===== src/rtl/pipe_stage_skid_if.sv =====
// Handshake and payload bundle for one pipeline-stage boundary.
// The slave modport is the stage register's view. The master modport is the
// view of the environment that feeds the stage and consumes its output.
interface pipe_stage_skid_if #(
    parameter int DATA_W  = 32,
    parameter int N_WORDS = 2,
    parameter int REG_W   = 5,
    parameter int N_REGS  = 2,
    parameter int N_CTRL  = 3
);
    // Upstream side
    logic                      inValid;
    logic                      inReady;
    logic [N_WORDS*DATA_W-1:0] dataIn;
    logic [N_REGS*REG_W-1:0]   regIn;
    logic [N_CTRL-1:0]         ctrlIn;

    // Downstream side
    logic                      outValid;
    logic                      outReady;
    logic [N_WORDS*DATA_W-1:0] dataOut;
    logic [N_REGS*REG_W-1:0]   regOut;
    logic [N_CTRL-1:0]         ctrlOut;

    modport slave (
        input  inValid, dataIn, regIn, ctrlIn, outReady,
        output inReady, outValid, dataOut, regOut, ctrlOut
    );

    modport master (
        output inValid, dataIn, regIn, ctrlIn, outReady,
        input  inReady, outValid, dataOut, regOut, ctrlOut
    );
endinterface


===== src/rtl/pipe_stage_skid.sv =====
// Elastic pipeline-stage register with a two-entry skid buffer.
// The main entry drives the outputs. The skid entry catches the one payload
// that can arrive in the cycle after downstream stalls. inReady is taken from
// registered state only, so outReady has no combinational path to upstream.
module pipe_stage_skid #(
    parameter int DATA_W  = 32,
    parameter int N_WORDS = 2,
    parameter int REG_W   = 5,
    parameter int N_REGS  = 2,
    parameter int N_CTRL  = 3,
    parameter int CNT_W   = 16
) (
    input  logic             clock,
    input  logic             reset,
    input  logic             flush,
    pipe_stage_skid_if.slave bus,
    output logic [CNT_W-1:0] stallCount
);
    localparam int DW = N_WORDS * DATA_W;
    localparam int RW = N_REGS * REG_W;

    // Occupancy is fully described by the two valid bits, encoded as a state.
    typedef enum logic [1:0] {
        ST_EMPTY = 2'd0,
        ST_ONE   = 2'd1,
        ST_FULL  = 2'd2
    } state_t;

    state_t r_state;
    state_t w_state_next;

    logic [DW-1:0]     r_main_data;
    logic [RW-1:0]     r_main_regs;
    logic [N_CTRL-1:0] r_main_ctrl;
    logic [DW-1:0]     r_skid_data;
    logic [RW-1:0]     r_skid_regs;
    logic [N_CTRL-1:0] r_skid_ctrl;
    logic [CNT_W-1:0]  r_stall_cnt;

    logic          w_out_valid;
    logic          w_in_ready;
    logic          w_accept;
    logic          w_drain;
    logic          w_load_main;
    logic          w_main_from_skid;
    logic          w_load_skid;
    logic [DW-1:0] w_main_data_next;

    assign w_accept = bus.inValid & w_in_ready;
    assign w_drain  = w_out_valid & bus.outReady;

    // Main-entry data source, selected word by word: the skid entry when it
    // is promoted, otherwise the incoming payload.
    for (genvar gi = 0; gi < N_WORDS; gi++) begin : g_main_word
        assign w_main_data_next[gi*DATA_W +: DATA_W] = w_main_from_skid
            ? r_skid_data[gi*DATA_W +: DATA_W]
            : bus.dataIn[gi*DATA_W +: DATA_W];
    end

    // State register: reset beats flush, and flush beats the handshake.
    always_ff @(posedge clock) begin
        if (reset) begin
            r_state <= ST_EMPTY;
        end else begin
            r_state <= w_state_next;
        end
    end

    // Next-state and payload-load decode from the accept/drain pair.
    always_comb begin
        w_state_next     = r_state;
        w_load_main      = 1'b0;
        w_main_from_skid = 1'b0;
        w_load_skid      = 1'b0;
        case (r_state)
            ST_EMPTY: begin
                if (w_accept) begin
                    w_load_main  = 1'b1;
                    w_state_next = ST_ONE;
                end
            end
            ST_ONE: begin
                if (w_accept && w_drain) begin
                    w_load_main = 1'b1;
                end else if (w_accept) begin
                    w_load_skid  = 1'b1;
                    w_state_next = ST_FULL;
                end else if (w_drain) begin
                    w_state_next = ST_EMPTY;
                end
            end
            ST_FULL: begin
                if (w_drain) begin
                    w_load_main      = 1'b1;
                    w_main_from_skid = 1'b1;
                    w_state_next     = ST_ONE;
                end
            end
            default: begin
                w_state_next = ST_EMPTY;
            end
        endcase
        // A flush empties the stage. Whatever was accepted this cycle is dropped.
        if (flush) begin
            w_state_next = ST_EMPTY;
        end
    end

    // Handshake outputs from the registered state; ctrl is masked while idle.
    always_comb begin
        w_out_valid  = (r_state != ST_EMPTY);
        w_in_ready   = (r_state != ST_FULL);
        bus.outValid = w_out_valid;
        bus.inReady  = w_in_ready;
        bus.dataOut  = r_main_data;
        bus.regOut   = r_main_regs;
        bus.ctrlOut  = w_out_valid ? r_main_ctrl : '0;
    end

    // Payload registers for main and skid entries. Loads are suppressed
    // during flush, so the entries keep stale but harmless contents.
    always_ff @(posedge clock) begin
        if (reset) begin
            r_main_data <= '0;
            r_main_regs <= '0;
            r_main_ctrl <= '0;
            r_skid_data <= '0;
            r_skid_regs <= '0;
            r_skid_ctrl <= '0;
        end else if (!flush) begin
            if (w_load_main) begin
                r_main_data <= w_main_data_next;
                r_main_regs <= w_main_from_skid ? r_skid_regs : bus.regIn;
                r_main_ctrl <= w_main_from_skid ? r_skid_ctrl : bus.ctrlIn;
            end
            if (w_load_skid) begin
                r_skid_data <= bus.dataIn;
                r_skid_regs <= bus.regIn;
                r_skid_ctrl <= bus.ctrlIn;
            end
        end
    end

    // Saturating count of cycles where downstream refuses a valid output.
    // Only reset clears it, so it survives flushes.
    always_ff @(posedge clock) begin
        if (reset) begin
            r_stall_cnt <= '0;
        end else if (w_out_valid && !bus.outReady && (r_stall_cnt != '1)) begin
            r_stall_cnt <= r_stall_cnt + 1'b1;
        end
    end

    assign stallCount = r_stall_cnt;

endmodule

===== src/flat_wrapper.sv =====
// flat-port wrapper written by rule: the top's interface ports become plain ports
module pipe_stage_skid_flat 
#(
    parameter int DATA_W  = 32,
    parameter int N_WORDS = 2,
    parameter int REG_W   = 5,
    parameter int N_REGS  = 2,
    parameter int N_CTRL  = 3,
    parameter int CNT_W   = 16
)
  (clock, reset, flush, stallCount, bus_inValid, bus_dataIn, bus_regIn, bus_ctrlIn, bus_outReady, bus_inReady, bus_outValid, bus_dataOut, bus_regOut, bus_ctrlOut);
  pipe_stage_skid_if #(.DATA_W(DATA_W), .N_WORDS(N_WORDS), .REG_W(REG_W), .N_REGS(N_REGS), .N_CTRL(N_CTRL)) bus_i ();
  input  logic clock;
  input  logic reset;
  input  logic flush;
  output logic [CNT_W-1:0] stallCount;
  input wire logic [$bits(bus_i.inValid)-1:0] bus_inValid;
  input wire logic [$bits(bus_i.dataIn)-1:0] bus_dataIn;
  input wire logic [$bits(bus_i.regIn)-1:0] bus_regIn;
  input wire logic [$bits(bus_i.ctrlIn)-1:0] bus_ctrlIn;
  input wire logic [$bits(bus_i.outReady)-1:0] bus_outReady;
  output wire logic [$bits(bus_i.inReady)-1:0] bus_inReady;
  output wire logic [$bits(bus_i.outValid)-1:0] bus_outValid;
  output wire logic [$bits(bus_i.dataOut)-1:0] bus_dataOut;
  output wire logic [$bits(bus_i.regOut)-1:0] bus_regOut;
  output wire logic [$bits(bus_i.ctrlOut)-1:0] bus_ctrlOut;
  assign bus_i.inValid = bus_inValid;
  assign bus_i.dataIn = bus_dataIn;
  assign bus_i.regIn = bus_regIn;
  assign bus_i.ctrlIn = bus_ctrlIn;
  assign bus_i.outReady = bus_outReady;
  assign bus_inReady = bus_i.inReady;
  assign bus_outValid = bus_i.outValid;
  assign bus_dataOut = bus_i.dataOut;
  assign bus_regOut = bus_i.regOut;
  assign bus_ctrlOut = bus_i.ctrlOut;
  pipe_stage_skid #(.DATA_W(DATA_W), .N_WORDS(N_WORDS), .REG_W(REG_W), .N_REGS(N_REGS), .N_CTRL(N_CTRL), .CNT_W(CNT_W)) u_core (.clock(clock), .reset(reset), .flush(flush), .bus(bus_i), .stallCount(stallCount));
endmodule

===== config.mk =====
export PLATFORM = sky130hd
export DESIGN_NAME = pipe_stage_skid_flat
export DESIGN_NICKNAME = d
export VERILOG_FILES = /design/src/rtl/pipe_stage_skid_if.sv /design/src/rtl/pipe_stage_skid.sv /design/src/flat_wrapper.sv
export SDC_FILE = /design/constraint.sdc
export NUM_CORES = 1
export LEC_CHECK = 0
export BUFFER_PORTS_ARGS = -buffer_cell sky130_fd_sc_hd__buf_2
export CAP_MARGIN = 20
export CELL_PAD_IN_SITES_DETAIL_PLACEMENT = 0
export CELL_PAD_IN_SITES_GLOBAL_PLACEMENT = 1
export CORE_ASPECT_RATIO = 1.75
export CORE_MARGIN = 4
export CORE_UTILIZATION = 26
export DETAILED_ROUTE_END_ITERATION = 16
export PLACE_DENSITY_LB_ADDON = 0.25
export SLEW_MARGIN = 20
export SYNTH_ARGS = -nofsm -noshare
export SYNTH_HDL_FRONTEND = slang
export SYNTH_SLANG_ARGS = --single-unit

===== constraint.sdc =====
create_clock -name clock -period 2.9 [get_ports clock]
set_clock_uncertainty 0.2 [all_clocks]
set_input_delay 0.58 -clock clock [delete_from_list [all_inputs] [get_ports clock]]
set_output_delay 0.58 -clock clock [all_outputs]
set_load 0.01 [all_outputs]

# Word-level counts from Yosys, hierarchy flattened
# Cells that the tools add are included.
[classes]
shift = 0
n_lt_le_gt_ge = 0
multipliers = 0
eq_ne = 8
div = 0
n_bitwise = 3
n_mux = 18
n_reduce_logical = 10
add_sub_neg = 1
[op_table]
columns = ["op", "count"]
rows = [
  ["$mux W32", 2],
  ["$add A16 B1 Y16 const B", 1],
  ["$ne A16 B16 Y1 const B", 1],
  ["$mux W10", 1],
  ["$mux W2", 5],
  ["$mux W1", 6],
  ["$mux W3", 2],
  ["$pmux W2 S3", 1],
  ["$ne A2 B1 Y1 const B", 2],
  ["$ne A2 B2 Y1 const B", 2],
  ["$reduce_and A2 Y1", 2],
  ["$reduce_and A4 Y1", 1],
  ["$logic_and A1 B1 Y1", 3],
  ["$ne A3 B1 Y1 const B", 1],
  ["$pmux W1 S3", 1],
  ["$and A1 B1 Y1", 2],
  ["$eq A2 B1 Y1 const B", 1],
  ["$eq A2 B2 Y1 const B", 1],
  ["$logic_not A2 Y1", 1],
  ["$reduce_bool A2 Y1", 1],
  ["$reduce_or A2 Y1", 1],
  ["$logic_not A1 Y1", 1],
  ["$not A1 Y1", 1],
]
[word_totals]
word_cells = 48
input_bits = 82
ram_bits = 0
latch_bits = 0
output_inout_bits = 95
mem_count = 0
reg_bits = 172
mem_bits_ro = 0

# Depth between registers and ports, before layout
[logic_depth]
ltp_word = 6
mapped_depth = 7
ltp_nobuf = 5

# Worst setup path after synthesis
# OpenSTA, ideal clock, no wires.
[synth_timing]
path_type = "in2reg"
startpoint = "input bus_outReady"
endpoint = "register u_core.r_stall_cnt[15] (netlist: u_core.stallCount[15])"
path_buffers = 0
setup_time_ns = 0.121
setup_slack_ns = 0.951
arrival_ns = 1.628
required_ns = 2.579
path_stages = 4
cell_sequence = "o21ba_2 -> nand4_4 -> nor4b_1 -> mux2_2"
[synth_between]
elab_chain_cells = 3
[synth_lines]
columns = ["item", "line_no", "text"]
rows = [
  ["start, declared", "flat_wrapper.sv:21", "input wire logic [$bits(bus_i.outReady)-1:0] bus_outReady;"],
  ["$logic_not A1 Y1", "pipe_stage_skid.sv:149", "end else if (w_out_valid && !bus.outReady && (r_stall_cnt != '1)) begin"],
  ["$logic_and A1 B1 Y1 (2 in a row)", "pipe_stage_skid.sv:149", ""],
  ["end signal, assigned", "pipe_stage_skid.sv:150", "r_stall_cnt <= r_stall_cnt + 1'b1;"],
  ["end, declared", "pipe_stage_skid.sv:38", "logic [CNT_W-1:0] r_stall_cnt;"],
]
# No other way between the ends.
# A chain may end at the register's enable or synchronous reset.

# Worst setup path after layout
[layout_timing]
startpoint = "register u_core.r_state[1]"
endpoint = "output bus_ctrlOut[2]"
[layout_between]
elab_chain_cells = 2
[layout_lines]
columns = ["item", "line_no", "text"]
rows = [
  ["start, declared", "pipe_stage_skid.sv:29", "state_t r_state;"],
  ["start signal, assigned", "pipe_stage_skid.sv:65", "r_state <= w_state_next;"],
  ["$reduce_bool A2 Y1", "pipe_stage_skid.sv:111", "w_out_valid = (r_state != ST_EMPTY);"],
  ["$mux W3", "pipe_stage_skid.sv:117", "bus.ctrlOut = w_out_valid ? r_main_ctrl : '0;"],
  ["end, declared", "flat_wrapper.sv:26", "output wire logic [$bits(bus_i.ctrlOut)-1:0] bus_ctrlOut;"],
]
# No other way between the ends.

==> impl_metrics.json <==
{
  "cts.sinks": 172,
  "antenna_left": 0,
  "numCtsBuffers": 17,
  "syn-instance-count": 810,
  "netlist-cell-type-count": 49,
  "max_cap_violations": 0,
  "final_max_slew_viol_count": 0,
  "drcViolationCount": 0,
  "critPathSlowestCell": "dfxtp_1",
  "syn_nets": 893,
  "wl_met2_um": 11000,
  "r2r_slack_ns": 0.88,
  "endpoint_kind": "output port",
  "ys_ff_latch": 172,
  "cts_root_buf": "clkbuf_16",
  "final.setup.tns_ns": 0,
  "period_share_pct": 77.6,
  "cp.arrival_ns": 1.47,
  "vias": 6301,
  "r2r.worst_path.cells": 5,
  "die_w_um": 134,
  "place.port_buffers": 176,
  "post_cts_resized": 0,
  "fin_ws_ns": 0.649,
  "postCtsSetupBuffers": 0,
  "multi_input_area_um2": 3450,
  "gp_congestion": 0.737,
  "grt_max_degree": 85,
  "core_um2": 27400,
  "antenna_found_initial": 5,
  "status": "completed",
  "finalHoldViolCount": 0,
  "cts_tree": "yes",
  "synth_edf_count": 0,
  "cts_buffer_depth": 2,
  "area_delta_synth_final_pct": 25.2,
  "endpoint": "bus_ctrlOut[2]",
  "timing.rr.end": "u_core.bus.regOut[2]$_SDFFE_PP0P_",
  "critPathLaunchType": "register",
  "rsz0062_at_grt": "false",
  "die_y_um": 229,
  "yosys_most_used_dff": "dfxtp_1",
  "cp.required_ns": 2.12,
  "syn_avg_cell_area_um2": 8.96,
  "path_class": "register to output port",
  "fin_nets": 1023,
  "path_clk_slew_ns": 0.07,
  "timing.rr.start": "u_core.r_state[1]$_SDFFE_PP0P_",
  "ir_drop_uv": 384,
  "slowest_delay_ns": 0.38,
  "grt-ovfl-total": 0,
  "first_pass_iters": 4,
  "hpwl_um": 14000,
  "p_leak_nw": 3.92,
  "rows": 80,
  "drive_gt1_share_pct": 24.5,
  "relSlewSlack_pct": 61.5,
  "htreeDepth": 4,
  "ys_seq_area_share_pct": 47.4,
  "post-place-ws_ns": 0.598,
  "dieArea_um2": 30800,
  "grt_use_total_pct": 14.3,
  "seq_area_um2": 3440,
  "synth.cell_area_um2": 7260,
  "worst_pin_slew_ns": 0.577,
  "holdWs_ns": 0.182,
  "fin_crit_ns": 2.25,
  "ys_warn_count": 0,
  "insertion_delay_ns": 0.44,
  "grt_pass1_wl_um": 34500,
  "wl_met3_um": 1300,
  "power.density_nw_per_um2": 600,
  "setup_viol": 0,
  "start_util_pct": 26.5,
  "crit_fanout": 8,
  "wl_per_cell_um": 16.6,
  "hold_path_class": "input pin to register",
  "worstPathCellList": "nor2_2, and2b_2, buf_2",
  "final_util_pct": 33.2,
  "top_layer_used": "met5",
  "ios": 177,
  "ys_async_sr_fraction_pct": 0,
  "fmax_mhz": 444,
  "critPathLaunch": "u_core.r_state[1]$_SDFFE_PP0P_",
  "drt-vias-per-instance": 4.77,
  "drt_wl_total_um": 21900,
  "first_iter_violations": 305,
  "n_fill_cell": 2951,
  "grt_pass1_vias": 5860,
  "wl_met1_um": 9190,
  "ctsHoldBuffers": 0,
  "total_power_mw": 5.45
}
-- registers in the layout, indices dropped and copies added, names as in the netlist --
name	count
u_core.bus.dataOut	64
u_core.bus.regOut	10
u_core.r_main_ctrl	3
u_core.r_skid_ctrl	3
u_core.r_skid_data	64
u_core.r_skid_regs	10
u_core.r_state	2
u_core.stallCount	16
-- Yosys cell counts (all sizes together), types with 5 or more instances --
cell type / number / area, um2
o21ai: 7 / 38.8
nand2: 159 / 597
dfxtp: 172 / 3440
clkbuf: 45 / 170
buf: 35 / 206
or3: 6 / 37.5
nand4: 5 / 52.6
a21oi: 167 / 836
o31ai: 6 / 45.0
a311oi: 77 / 674
nand3: 7 / 35.0
or4: 6 / 45.0
mux2i: 78 / 781
-- per-layer routing --
metal	global-route usage (%)	vias to the layer above
met3	4.79	28
met1	17.2	2927
met5	0	-
li1	-	3207
met4	4.46	6
met2	24.0	133
-- per-stage QoR --
step / instances / cell area, um2
after floorplan: 810 / 7260
after global placement: 1290 / 8480
after detailed placement: 1290 / 8480
after CTS: 1321 / 9090
after global routing: 1321 / 9090
final: 1322 / 9090
-- logic make-up after synthesis --
family                   Yosys count  share of synthesized area [%]
XOR/XNOR                           1                          0.121
multiplexers                      79                           10.9
adder cells (fa/ha/maj)            1                          0.172
buffers and inverters             83                           5.34
flip-flops                       172                           47.4
AND/OR/NAND/NOR                  208                           13.0
AO/OA/AOI/OAI                    266                           23.0
-- report_power, final --
part,total [mW],internal [mW],switching [mW]
Clock,2.43,1.48,0.946
Sequential,2.50,2.45,0.0483
Combinational,0.528,0.212,0.316
Total,5.45,4.14,1.31
-- critical path: cells and delay by family (launching register included) --
family        cells  cell delay [ns]
buf+inv           1             0.14
flops             1             0.38
simple gates      2             0.52
-- worst min path at each step --
stage                     depth (start not counted)  slack [ns]                                start                                  end
final                                             3        0.18                       bus_dataIn[13]  u_core.r_skid_data[13]$_SDFFE_PP0P_
after global routing                              3        0.17                       bus_dataIn[42]  u_core.r_skid_data[42]$_SDFFE_PP0P_
after CTS                                         3        0.14                         bus_regIn[4]   u_core.r_skid_regs[4]$_SDFFE_PP0P_
after detailed placement                          2        0.25  u_core.r_skid_data[58]$_SDFFE_PP0P_  u_core.r_skid_data[58]$_SDFFE_PP0P_
after global placement                            2        0.24   u_core.r_skid_data[4]$_SDFFE_PP0P_   u_core.r_skid_data[4]$_SDFFE_PP0P_
after floorplan                                   2        0.24   u_core.r_skid_ctrl[0]$_SDFFE_PP0P_   u_core.r_skid_ctrl[0]$_SDFFE_PP0P_
-- layout by cell type (no fill, tap or decap), types with 2 or more instances in the layout --
cell type    n
o21ba_2      2
buf_2      175
bufinv_16    4
inv_1        2
nor2_1       3
dfxtp_1    172
a311oi_1    77
clkbuf_1     5
nand3_1      6
or4_1        6
nand2_1    159
or3_1        6
and2b_2      2
a211oi_1     2
clkinv_2     2
and3_1       3
o31ai_1      6
a21oi_1    167
buf_4        6
buf_12       9
o21ai_0      6
clkbuf_8     2
clkbuf_16   17
and2b_1      2
mux2i_1     78
nand4_1      3
-- final cells by class --
class                      instances  area share, %
timing repair buffer             191           12.2
inverter                           3          0.151
antenna                            1         0.0275
clock buffer                      24           5.19
multi-input combinational        555           37.9
clock inverter                     7           1.51
tap                              369           5.08
sequential                       172           37.9
Power figures use the tool's default switching activity.
